`config.mk`:
```
export PLATFORM = sky130hd
export DESIGN_NAME = aes_bist_engine
export DESIGN_NICKNAME = d
export VERILOG_FILES = /design/src/rtl/aes_bist_engine.sv
export SDC_FILE = /design/constraint.sdc
export NUM_CORES = 1
export LEC_CHECK = 0
export BUFFER_PORTS_ARGS = -buffer_cell sky130_fd_sc_hd__buf_4
export CORE_MARGIN = 2
export CORE_UTILIZATION = 38
export CTS_CLUSTER_SIZE = 40
export DETAILED_ROUTE_END_ITERATION = 8
export SETUP_SLACK_MARGIN = 0.4
export SLEW_MARGIN = 20
export SYNTH_ARGS = -nofsm -noshare
export SYNTH_HDL_FRONTEND = slang
export SYNTH_SLANG_ARGS = --single-unit
```
`constraint.sdc`:
```
create_clock -name clk -period 2.13 [get_ports clk]
set_input_delay 0.1065 -clock clk [delete_from_list [all_inputs] [get_ports clk]]
set_output_delay 0.1065 -clock clk [all_outputs]
set_load 0.05 [all_outputs]
```
`src/rtl/aes_bist_engine.sv`:
```
// -----------------------------------------------------------------------------
// aes_bist_engine
//
// Built-in self-test engine for the 8-bit AES core. A seeded Galois LFSR
// supplies key/data bytes for N_PATTERNS blocks of BLOCK_BYTES load cycles
// each. Every byte the core returns is compacted into a MISR that uses the
// same polynomial as the LFSR. At the end of the run the MISR is compared
// against GOLDEN_SIG.
//
// Optional feature (define the macro to enable it):
//   BIST_TIMEOUT_EN - a per-block WAIT watchdog. If core_done has not been
//                     seen after TIMEOUT cycles in WAIT, the run ends with
//                     timeout=1 and pass=0. Without the macro there is no
//                     watchdog and timeout is tied low.
//
// Ports:
//   clk, rst           clock; synchronous active-high reset
//   start, abort       start a run (sampled only in IDLE/DONE); cancel a run
//   bist_active, busy  high while a run is in progress (not IDLE/DONE)
//   core_rst           one-cycle reset pulse to the AES core
//   core_key, core_din registered stimulus bytes (zero outside LOAD)
//   core_dout          response byte from the core
//   core_valid         core_dout is valid
//   core_done          the core has finished its block
//   done, pass         run finished / signature matched with no timeout
//   timeout            a block's WAIT phase exceeded TIMEOUT cycles
//   signature          live MISR value
//   pattern_cnt        number of completed blocks
// -----------------------------------------------------------------------------
module aes_bist_engine #(
  parameter int              LANE_W      = 8,
  parameter int              SIG_W       = 32,
  parameter logic [SIG_W-1:0] POLY       = 32'h0040_0007,
  parameter logic [SIG_W-1:0] SEED       = 32'hACE1_5EED,
  parameter int              N_PATTERNS  = 64,
  parameter int              BLOCK_BYTES = 16,
  parameter logic [SIG_W-1:0] GOLDEN_SIG = 32'h0,
  parameter int              TIMEOUT     = 1024,
  localparam int             PCW         = $clog2(N_PATTERNS + 1)
) (
  input  logic              clk,
  input  logic              rst,
  input  logic              start,
  input  logic              abort,
  output logic              bist_active,
  output logic              core_rst,
  output logic [LANE_W-1:0] core_key,
  output logic [LANE_W-1:0] core_din,
  input  logic [LANE_W-1:0] core_dout,
  input  logic              core_valid,
  input  logic              core_done,
  output logic              busy,
  output logic              done,
  output logic              pass,
  output logic              timeout,
  output logic [SIG_W-1:0]  signature,
  output logic [PCW-1:0]    pattern_cnt
);

  localparam int BCW = $clog2(BLOCK_BYTES + 1);

  localparam logic [2:0] S_IDLE  = 3'd0;
  localparam logic [2:0] S_CRST  = 3'd1;
  localparam logic [2:0] S_LOAD  = 3'd2;
  localparam logic [2:0] S_WAIT  = 3'd3;
  localparam logic [2:0] S_CHECK = 3'd4;
  localparam logic [2:0] S_DONE  = 3'd5;

  logic [2:0]       state;
  logic [SIG_W-1:0] lfsr;
  logic [SIG_W-1:0] misr;
  logic [BCW-1:0]   byte_cnt;

  // One Galois shift; the LFSR uses it directly, the MISR adds the input byte.
  function automatic logic [SIG_W-1:0] galois_step(input logic [SIG_W-1:0] v);
    return {v[SIG_W-2:0], 1'b0} ^ (v[SIG_W-1] ? POLY : '0);
  endfunction

`ifdef BIST_TIMEOUT_EN
  localparam int TCW = $clog2(TIMEOUT + 1);
  logic [TCW-1:0] wait_cnt;
  logic           timeout_hit;
  assign timeout = timeout_hit;
`else
  assign timeout = 1'b0;
`endif

  assign bist_active = (state != S_IDLE) && (state != S_DONE);
  assign busy        = bist_active;
  assign signature   = misr;

  // NOTE: all state in this block uses non-blocking assignments so every
  // right-hand side sees the pre-edge value; blocking here would make the
  // LFSR/MISR updates depend on statement order.
  always_ff @(posedge clk) begin
    if (rst) begin
      state       <= S_IDLE;
      lfsr        <= SEED;
      misr        <= '0;
      byte_cnt    <= '0;
      pattern_cnt <= '0;
      core_rst    <= 1'b0;
      core_key    <= '0;
      core_din    <= '0;
      done        <= 1'b0;
      pass        <= 1'b0;
`ifdef BIST_TIMEOUT_EN
      wait_cnt    <= '0;
      timeout_hit <= 1'b0;
`endif
    end else begin
      // NOTE: core_rst defaults low every cycle, so each branch that raises
      // it produces exactly a one-cycle pulse.
      core_rst <= 1'b0;
      if (abort && state != S_IDLE) begin
        // Abort wins over everything; the signature is left for debug.
        state    <= S_IDLE;
        core_rst <= 1'b1;
        core_key <= '0;
        core_din <= '0;
        done     <= 1'b0;
        pass     <= 1'b0;
      end else begin
        case (state)
          S_IDLE, S_DONE: begin
            if (start) begin
              state       <= S_CRST;
              core_rst    <= 1'b1;
              lfsr        <= SEED;
              misr        <= '0;
              pattern_cnt <= '0;
              done        <= 1'b0;
              pass        <= 1'b0;
`ifdef BIST_TIMEOUT_EN
              timeout_hit <= 1'b0;
`endif
            end
          end
          S_CRST: begin
            // Preload the first byte so it is on the pins in the first LOAD cycle.
            core_key <= lfsr[LANE_W-1:0];
            core_din <= lfsr[2*LANE_W-1:LANE_W];
            lfsr     <= galois_step(lfsr);
            byte_cnt <= '0;
            state    <= S_LOAD;
          end
          S_LOAD: begin
            if (byte_cnt == BCW'(BLOCK_BYTES - 1)) begin
              core_key <= '0;
              core_din <= '0;
              state    <= S_WAIT;
`ifdef BIST_TIMEOUT_EN
              wait_cnt <= '0;
`endif
            end else begin
              core_key <= lfsr[LANE_W-1:0];
              core_din <= lfsr[2*LANE_W-1:LANE_W];
              lfsr     <= galois_step(lfsr);
              byte_cnt <= byte_cnt + 1'b1;
            end
          end
          S_WAIT: begin
            if (core_valid)
              misr <= galois_step(misr) ^ SIG_W'(core_dout);
            if (core_done) begin
              pattern_cnt <= pattern_cnt + 1'b1;
              if (pattern_cnt == PCW'(N_PATTERNS - 1)) begin
                state <= S_CHECK;
              end else begin
                // LFSR keeps running across blocks; only start reseeds it.
                state    <= S_CRST;
                core_rst <= 1'b1;
              end
            end
`ifdef BIST_TIMEOUT_EN
            else if (wait_cnt == TCW'(TIMEOUT)) begin
              timeout_hit <= 1'b1;
              state       <= S_CHECK;
            end else begin
              wait_cnt <= wait_cnt + 1'b1;
            end
`endif
          end
          S_CHECK: begin
            pass  <= (misr == GOLDEN_SIG) && !timeout;
            done  <= 1'b1;
            state <= S_DONE;
          end
          default: state <= S_IDLE;
        endcase
      end
    end
  end

endmodule

```
==> flow_summary.yaml <==
cts:
  clkLatencyLatePin_ps: 370
  cts_tree: "yes"
  path_clk_slew_ps: 100
  cts_hold_buf: 0
  clockRootBuffer: "clkbuf_8"
  numCtsBuffers: 9
  clock_sinks: 98
  cts.htree.levels: 3
  cts_buffer_depth: 2
floorplanning:
  ios: 75
  dieHeight_um: 107
  start_util_pct: 39.2
  rows: 37
  coreArea_mm2: 0.0103
  die-area_mm2: 0.0115
  die_x_um: 107
synth:
  yosys_warnings: 0
  synth_cell_types: 63
  ys.flop_type: "dfxtp_1"
  syn-cell-area_mm2: 0.00404
  synth_seq_cells: 98
  ys_async_sr_fraction_pct: 0
  syn_avg_cell_area_um2: 10.0
  synth_edf_count: 0
  ys_seq_area_share_pct: 48.5
  syn-num-nets: 421
  syn_inst: 404
sta:
  fin_ws_ps: 84.1
  fin_skew_ps: 8.71
  setup_tns_ps: 0
  finalSetupViolations: 0
  post-route-min-period_ps: 2050
  maxSlewHeadroom_pct: 62.6
  max_slew.worst_pin.slew_ps: 556
  rsz0062_at_grt: "true"
  finalHoldViolations: 0
  fmax_ghz: 0.489
  finalCritPeriodShare_pct: 96.1
  final_max_slew_viol_count: 0
placed_design:
  io_buffers: 73
  placed_area_mm2: 0.00480
  gp_congestion: 0.779
  place_ws_ps: 81.5
  hpwl_um: 6380
worst_setup_path:
  r2r-end: "lfsr[11]$_SDFFE_PP1P_"
  ff2ff_setup_slack_ps: 80
  reg2reg_from: "byte_cnt[0]$_SDFFE_PP0P_"
  rr_worst_depth: 9
  critPathRequiredTime_ps: 2390
  crit_end: "lfsr[11]$_SDFFE_PP1P_"
  startpoint: "byte_cnt[0]$_SDFFE_PP0P_"
  critPathCaptureType: "flip-flop"
  start_kind: "flip-flop"
  worstPathArrival_ps: 2300
  crit_path_max_fanout: 7
  critPathKind: "reg -> reg"
route:
  drt_pass1_iterations: 4
  detail_route.wl_per_cell_um: 15.7
  ant_nets: 0
  drc: 0
  num_vias: 3497
  drtIter0Drc: 121
  viasPerCell: 5.54
  wirelength_um: 9930
min_path:
  hp-class: "in -> reg"
status:
  status: "complete, no violations"
global_routing:
  first_global_vias: 3308
  grt_overflow_total: 0
  antenna_found_initial: 0
  grt_max_degree: 51
  groute.usage.overall_pct: 17.6
  grt_pass1_wl_um: 16300
final_layout:
  layout-drive-gt1-share_pct: 36.0
  syn2layout_area_growth_pct: 32.9
  design_area_mm2: 0.00538
  fin_util_pct: 52.1
  final_nets: 507
  diodes: 0
power_and_ir_drop:
  cellPowerDensity_mw_per_mm2: 833
  vdd_ir_drop_max_mv: 0.577
  leakage_nw: 2.10
flow_run:
  maxCapViolCount: 0
[worst max-delay path: stages (launching register included)]
cell and delay [ps]:
dfxtp_4 360, ha_4 150, and3_4 180, ha_4 150, or3b_4 410, a21oi_4 190, buf_6 120, buf_6 90
nand3b_4 120, o32a_1 170
[how the worst min path moves through the flow]
stage	end	start	slack [ps]	cells past startpoint
detailed placement	signature[4]$_SDFFE_PP0P_	core_dout[4]	450	4
global placement	signature[4]$_SDFFE_PP0P_	core_dout[4]	440	4
global route	signature[4]$_SDFFE_PP0P_	core_dout[4]	60	4
finish	signature[4]$_SDFFE_PP0P_	core_dout[4]	60	4
floorplan	core_rst$_SDFF_PP0_	core_done	290	2
CTS	signature[4]$_SDFFE_PP0P_	core_dout[4]	50	4
[synth_stat cells (2+ instances only)]
library cell,instances,area [µm²]
buf_1,2,7.51
a21oi_1,22,110
nand3_1,16,80.1
a31oi_1,4,25.0
xnor2_1,7,61.3
nand2b_1,9,56.3
buf_4,5,37.5
a211oi_1,5,37.5
a32oi_1,3,26.3
and3_1,3,18.8
nand2_1,16,60.1
inv_1,3,11.3
a21oi_4,2,32.5
a22o_1,31,272
nor3_1,3,15.0
nor2_1,34,128
or3_1,3,18.8
nor3b_1,2,15.0
nand4b_1,3,26.3
nand4_1,7,43.8
nor2b_1,2,12.5
a22oi_1,14,105
o22ai_1,3,18.8
o32a_1,14,140
clkbuf_1,11,41.3
ha_1,3,37.5
a21o_1,4,30.0
o21ai_0,7,35.0
nor4_1,10,62.6
o211ai_1,6,45.0
dfxtp_1,98,1960
buf_6,5,56.3
or4_1,2,15.0
buf_2,7,35.0
xor2_1,10,87.6
[power by group]
part	switching, mW	total, mW	leakage (nW)	internal, mW
Sequential	0.0989	2.05	0.799	1.95
Clock	0.661	1.24	0.100	0.583
Combinational	0.693	1.18	1.20	0.488
Total	1.45	4.48	2.10	3.02
[layout make-up]
| cell class | count | area (µm²) |
|---|---|---|
| clock buffers | 11 | 141 |
| clock inverters | 5 | 60.1 |
| fillers | 957 | 4950 |
| inverters | 3 | 11.3 |
| multi-input cells | 274 | 2140 |
| flip-flops and latches | 98 | 1970 |
| well taps | 136 | 170 |
| repair buffers | 104 | 881 |
[per-stage QoR]
step	hold WS (ps)	std cells	total power [mW]
after floorplan	285	404	2.77
after global placement	439	601	3.01
after detailed placement	452	601	3.03
after CTS	51.8	630	4.46
after global routing	60.9	631	4.69
final	64.4	631	4.48
[cell usage in the layout (no fill, tap or decap), types with 3 or more instances in the layout]
cell type  count
dfxtp_1       92
nand3_1       16
a211oi_2       4
nor2_1        34
nand2b_1       8
clkbuf_8      10
xnor2_1        6
a22oi_2       14
xor2_1        10
a21o_1         4
nand3b_4       3
o211ai_1       6
buf_12         4
inv_1          3
a22o_1        31
a21oi_1       21
a31oi_1        4
nand4_1        7
buf_4         91
nor4_1        10
nand2_1       16
o32a_1        14
dfxtp_2        4
o21ai_2        6
nand4b_1       3
buf_6          8
[state kept, by name, indices dropped and copies added, names as in the netlist]
| signal | cells |
|---|---|
| signature | 32 |
| pattern_cnt | 7 |
| byte_cnt | 5 |
| core_key | 8 |
| core_rst | 1 |
| state | 3 |
| done | 1 |
| lfsr | 32 |
| core_din | 8 |
| pass | 1 |
[layer usage]
metal  vias up  routed length, µm  global-route usage (%)
met4         0                215                    7.05
met1      1661               4480                    22.6
met5         -                  0                       0
li1       1707                  -                       -
met2       108               4680                    28.3
met3        21                551                    4.26
[what timing repair did]
item | 4_1_cts | 5_1_grt
endpoints found under the hold margin | 0 | 0
endpoints found under the setup margin | 89 | 91
pin swaps | 25 | 23
setup buffers | 11 | 1
resized for setup | 34 | 24
gates cloned | 2 | 0
[logic make-up (layout without fill, tap and decap cells)]
kind of cell	count (synthesis)	after routing	share of synthesized area, %
fa+ha+maj	3	3	0.928
flops	98	98	48.5
buf+inv	33	123	4.67
other cells	1	1	0.0927
simple gates	123	124	17.0
xor+xnor	17	17	3.68
compound gates	128	128	24.8
mux	1	1	0.248
No activity file was read; power rests on OpenSTA's default activity.
